==> src/rtl/approx_mac_pipe.sv <==
// approx_mac_pipe: 3-stage unsigned multiplier / MAC, exact or column-approximate per op.
// Latency 3 cycles; a stalled out_ready freezes S3 and backs up to in_ready, bubbles collapse.
module approx_mac_pipe #(
    parameter int W       = 8,
    parameter int TRUNC   = 4,
    parameter int OR_COLS = 6,
    parameter int ACC_W   = 24
) (
    input  logic               CLK,
    input  logic               RST_N,
    input  logic               in_valid,
    output logic               in_ready,
    input  logic [W-1:0]       a,
    input  logic [W-1:0]       b,
    input  logic [1:0]         mode,
    input  logic               acc_clr,
    output logic               out_valid,
    input  logic               out_ready,
    output logic [2*W-1:0]     product,
    output logic [ACC_W-1:0]   acc,
    output logic [1:0]         out_mode
);

    localparam int PW = 2 * W;
    localparam int NG = 4;
    localparam logic [PW-1:0] COMP = {{(PW-1){1'b0}}, 1'b1} << (TRUNC - 1);

    logic              v1_q, v2_q, v3_q;
    logic              ld1, ld2, ld3;
    logic [PW-1:0]     grp_q [NG];
    logic [PW-1:0]     grp_d [NG];
    logic [1:0]        mode1_q, mode2_q, mode3_q;
    logic              clr1_q, clr2_q;
    logic [PW-1:0]     row0_q, row1_q;
    logic [PW-1:0]     row0_d, row1_d;
    logic [PW-1:0]     prod_q, sum_d;
    logic [ACC_W-1:0]  acc_q, acc_base, acc_d;
    logic [PW-1:0]     pp_rows [W];
    logic [W-1:0]      a_sh, b_up;

    assign ld3      = v2_q && (!v3_q || out_ready);
    assign ld2      = v1_q && (!v2_q || ld3);
    assign in_ready = !v1_q || ld2;
    assign ld1      = in_valid && in_ready;

    // a_sh[i] = a[i-1], b_up[j] = b[j+1]: the odd-row partner of pp(i,j) in the same column
    assign a_sh = {a[W-2:0], 1'b0};
    assign b_up = {1'b0, b[W-1:1]};

    always_comb begin
        for (int j = 0; j < W; j++) begin
            pp_rows[j] = '0;
        end
        for (int j = 0; j < W; j++) begin
            for (int i = 0; i < W; i++) begin
                if (!mode[0] || (i + j) >= OR_COLS) begin
                    pp_rows[j][i+j] = a[i] & b[j];
                end else if ((i + j) < TRUNC) begin
                    pp_rows[j][i+j] = 1'b0;
                end else if ((j % 2) == 0) begin
                    pp_rows[j][i+j] = (a[i] & b[j]) | (a_sh[i] & b_up[j]);
                end else if ((i + 1) < W) begin
                    pp_rows[j][i+j] = 1'b0;
                end else begin
                    pp_rows[j][i+j] = a[i] & b[j];
                end
            end
        end
    end

    always_comb begin
        for (int g = 0; g < NG; g++) begin
            grp_d[g] = '0;
        end
        for (int j = 0; j < W; j++) begin
            grp_d[j % NG] = grp_d[j % NG] + pp_rows[j];
        end
    end

    assign row0_d = grp_q[0] + grp_q[1];
    assign row1_d = grp_q[2] + grp_q[3];

    // The accumulator only moves in S3, so back-to-back MACs chain without a hazard check
    assign sum_d    = row0_q + row1_q + (mode2_q[0] ? COMP : '0);
    assign acc_base = clr2_q ? '0 : acc_q;
    assign acc_d    = mode2_q[1] ? acc_base + ACC_W'(sum_d) : acc_base;

    always_ff @(posedge CLK) begin
        if (!RST_N) begin
            v1_q    <= 1'b0;
            v2_q    <= 1'b0;
            v3_q    <= 1'b0;
            mode1_q <= '0;
            mode2_q <= '0;
            mode3_q <= '0;
            clr1_q  <= 1'b0;
            clr2_q  <= 1'b0;
            row0_q  <= '0;
            row1_q  <= '0;
            prod_q  <= '0;
            acc_q   <= '0;
            for (int g = 0; g < NG; g++) begin
                grp_q[g] <= '0;
            end
        end else begin
            if (ld1) begin
                v1_q    <= 1'b1;
                mode1_q <= mode;
                clr1_q  <= acc_clr;
                for (int g = 0; g < NG; g++) begin
                    grp_q[g] <= grp_d[g];
                end
            end else if (ld2) begin
                v1_q <= 1'b0;
            end

            if (ld2) begin
                v2_q    <= 1'b1;
                mode2_q <= mode1_q;
                clr2_q  <= clr1_q;
                row0_q  <= row0_d;
                row1_q  <= row1_d;
            end else if (ld3) begin
                v2_q <= 1'b0;
            end

            if (ld3) begin
                v3_q    <= 1'b1;
                mode3_q <= mode2_q;
                prod_q  <= sum_d;
                acc_q   <= acc_d;
            end else if (out_ready) begin
                v3_q <= 1'b0;
            end
        end
    end

    assign out_valid = v3_q;
    assign product   = prod_q;
    assign acc       = acc_q;
    assign out_mode  = mode3_q;

endmodule

==> config.mk <==
export PLATFORM = sky130hd
export DESIGN_NAME = approx_mac_pipe
export DESIGN_NICKNAME = d
export VERILOG_FILES = /design/src/rtl/approx_mac_pipe.sv
export SDC_FILE = /design/constraint.sdc
export NUM_CORES = 1
export LEC_CHECK = 0
export BUFFER_PORTS_ARGS = -buffer_cell sky130_fd_sc_hd__buf_2
export CORE_MARGIN = 4
export CORE_UTILIZATION = 35
export DETAILED_ROUTE_END_ITERATION = 10
export PLACE_DENSITY = 0.55
export SYNTH_ARGS = -nofsm -noshare
export SYNTH_HDL_FRONTEND = slang
export SYNTH_SLANG_ARGS = --single-unit
==> constraint.sdc <==
create_clock -name CLK -period 6.2 [get_ports CLK]
set_clock_uncertainty 0.15 [all_clocks]
set_input_delay 0.93 -clock CLK [delete_from_list [all_inputs] [get_ports CLK]]
set_output_delay 0.93 -clock CLK [all_outputs]
set_load 0.02 [all_outputs]
==> metrics <==
CP max FO=6; CP delay by family, top=adder cells; detailed-route via count=roughly 7000; met1 Use GR=0.219; DR pass1 iterations=7; register area share after synthesis=0.371; cell taking the most area after synthesis=dfxtp_1; DRT iter0 DRCs=between 300 and 400; Final Hold Viols=0; Synth top area share=0.188; Final HPWL DP=about 16000 um; CP bufs+invs=2; combinational power share=0.157; worst-skew pair later-pin latency=around 420 ps; CTS tree=done; met2 GRT Util=0.260; CP cell instances=inv_1, fa_1, inv_1, ha_1, fa_1, a211oi_1, nor2_1, o21a_1, nor2_1, xnor2_1, ha_1, nand4_1, or2_2, a21oi_1, o211a_1, o21ai_1, mux2_2; hold_buf cts=0; RR Startpoint=mode2_q[0]$_SDFFE_PN0P_; Max Freq=between 200 and 250 MHz; CP max stage delay=roughly 530 ps; reg2reg setup slack=1850 ps; Pleak=~4.4 nW; main combinational cell family by area after synthesis=simple AND/OR/NAND/NOR gates; Reg-to-Reg End=acc[19]$_SDFFE_PN0P_; Seq pwr share=0.409; Mapped Nets=about 1100; Initial Util=0.359; first-pass GRT wire length=around 35000 um; final routed DRC violation total=0; row count=56; P&R area growth vs syn=14.3%; Congestion Overflow GR=0; Routed WL=between 20000 and 25000 um; GRT Resource Usage Total=0.161; H-tree depth=4; ys async rst share=0; startpoint of the worst hold path=product[7]$_SDFFE_PN0P_; R2R depth=17; fin crit share=0.702; Die Y-Extent=about 160 um; post-synthesis register bit count=~130; WS Path Type=flop to flop; DIE AREA=between 0.02 and 0.03 mm^2; largest net degree at the start of global routing=just over 60; Final nets=~1100; PwrDens=about 240 mW/mm^2; Synth Area in Adders=0.138; Post-Syn Instances=960; CTS Sinks=132; status=complete, no violations; GRT met3 Usage=0.0349; relative slew slack=0.283; Non-Filler Instances=1344; DP Cell Count=roughly 1300; RD Place Congestion=0.933; drt wl/cell=15.8 um; Max VDD drop=between 0.1 and 0.15 mV; Clk pwr share=0.434; RSZ-0062 raised after global routing=false; Fin Setup TNS=0 ps; Slew Viols, Final=0; Setup crit end kind=flop; worst path arrival time=between 4000 and 5000 ps; Ports=67; Num CTS Buffers=17; Synth Area in Simple Gates=0.201; PortBufs=66; initial antenna violation count=0; GR peak layer=met2; vias in the first global route=between 6000 and 7000; # setup viols final=0; root buf cell=clkbuf_16; hold path endpoint=product[7]$_SDFFE_PN0P_; via/cell ratio=around 5.2; synth cell count leaders=111 x nand2_1, 84 x a21oi_1, 80 x dfxtp_1, 80 x ha_1, 75 x nor2_1; ANT cells=0; Int Pwr=about 1.7 mW; count of max-cap constraint violations=0; Post-Syn Area=0.00853 mm^2; YS warnings=0; startpoint types=flop; Main synth FF type=dfxtp_1; Die Width=between 150 and 200 um; mean post-synth cell area=just under 9 um^2; Worst Max-Slew Pin Slew=1070 ps; post-synthesis compound-gate area fraction=0.188; Worst path slowest cell=fa_1; number of library cell types mapped by synthesis=between 60 and 70; Post-synth EDFFs=52; Hold Crit Depth=2; Switching Fraction=0.267; most numerous cell in the Yosys netlist=nand2_1; Reg clk slew, reported paths=60 ps; worst path required time=around 6400 ps; mux contribution to synthesized area=0.0110; Core Box Area=approximately 0.024 mm^2; min Tclk post-route=4350 ps; Post-CTS Setup Inserts=0; Psw=636 uW; XOR/XNOR share of the synthesized area=0.0513; worst hold-check path type=flop to flop; post_cts resized=0; Routed Antenna Nets=0; maximum clock path buffer count=2; top cells by area, synth=dfxtp_1 19%, edfxtp_1 18%, ha_1 12%; layout cells sized above 1=0.120
kinds of logic (layout without fill, tap and decap cells):
logic type                 count (synthesis)  count (layout)
adders and majority gates                 89              89
AOI/OAI and AO/OA                        247             247
xor gates and xnor gates                  50              50
muxes                                      9               9
buffers and inverters                     82             147
and+or+nand+nor                          351             351
DFF                                      132             132
power groups by stage:
stage / sequential (mW) / combinational [mW] / clock, mW
floorplan: 0.989 / 0.277 / 0
global placement: 0.992 / 0.373 / 0
detailed placement: 0.993 / 0.373 / 0
CTS: 0.975 / 0.378 / 1.05
global route: 0.979 / 0.427 / 1.09
finish: 0.975 / 0.376 / 1.03
registers in the layout (all words and copies together), names as in the netlist, 2 cells and up:
name and cells:
acc 24, mode2_q 2, row1_q 14, row0_q 15, product 16, grp_q 52
mode1_q 2, out_mode 2
layout make-up:
class,count,area (um^2)
fillers,2376,14000
multi-input cells,746,5030
flip-flops and latches,132,3160
clock buffers,26,554
well taps,319,399
repair buffers,74,390
inverters,42,158
clock inverters,5,58.8
routing by layer:
layer / up-vias / part of all wire
met4: 0 / 0.015
met5: - / 0
li1: 3570 / -
met1: 3237 / 0.49
met3: 20 / 0.046
met2: 164 / 0.45
worst max path at each step:
stage	end	depth (start not counted)	start	slack (ps)
6_report	acc[19]$_SDFFE_PN0P_	17	mode2_q[0]$_SDFFE_PN0P_	1850
5_1_grt	acc[19]$_SDFFE_PN0P_	17	mode2_q[0]$_SDFFE_PN0P_	1650
4_1_cts	acc[19]$_SDFFE_PN0P_	17	mode2_q[0]$_SDFFE_PN0P_	1880
3_5_place_dp	acc[19]$_SDFFE_PN0P_	17	mode2_q[0]$_SDFFE_PN0P_	1890
3_3_place_gp	acc[19]$_SDFFE_PN0P_	17	mode2_q[0]$_SDFFE_PN0P_	1940
2_1_floorplan	acc[19]$_SDFFE_PN0P_	17	mode2_q[0]$_SDFFE_PN0P_	2230
cells in the final DEF, fill, tap and decap left out, types with 32 or more instances in the layout:
master	instances
a21o_1	32
a21oi_1	84
and2_1	32
buf_2	66
dfxtp_1	80
edfxtp_1	52
ha_1	80
inv_1	40
nand2_1	111
nor2_1	75
o21ai_0	44
worst register-to-register path, stage by stage, from the launching register on:
cell and delay (ps):
dfxtp_1 340, inv_1 70, fa_1 530, inv_1 40, ha_1 220, fa_1 430
a211oi_1 300, nor2_1 110, o21a_1 170, nor2_1 110, xnor2_1 100, ha_1 410
nand4_1 130, or2_2 300, a21oi_1 260, o211a_1 240, o21ai_1 80, mux2_2 270
metrics by stage:
stage / hold WS [ps] / instance area [um^2] / util / power (mW) / worst slack (ps)
after floorplan: 282 / 8530 / - / 1.27 / 2230
after global placement: 289 / 9140 / 0.385 / 1.37 / 1940
after detailed placement: 296 / 9140 / 0.385 / 1.37 / 1890
after CTS: 304 / 9750 / 0.411 / 2.41 / 1880
after global routing: 319 / 9750 / 0.411 / 2.50 / 1650
final: 298 / 9750 / 0.411 / 2.38 / 1850
Power figures use the tool's default switching activity.
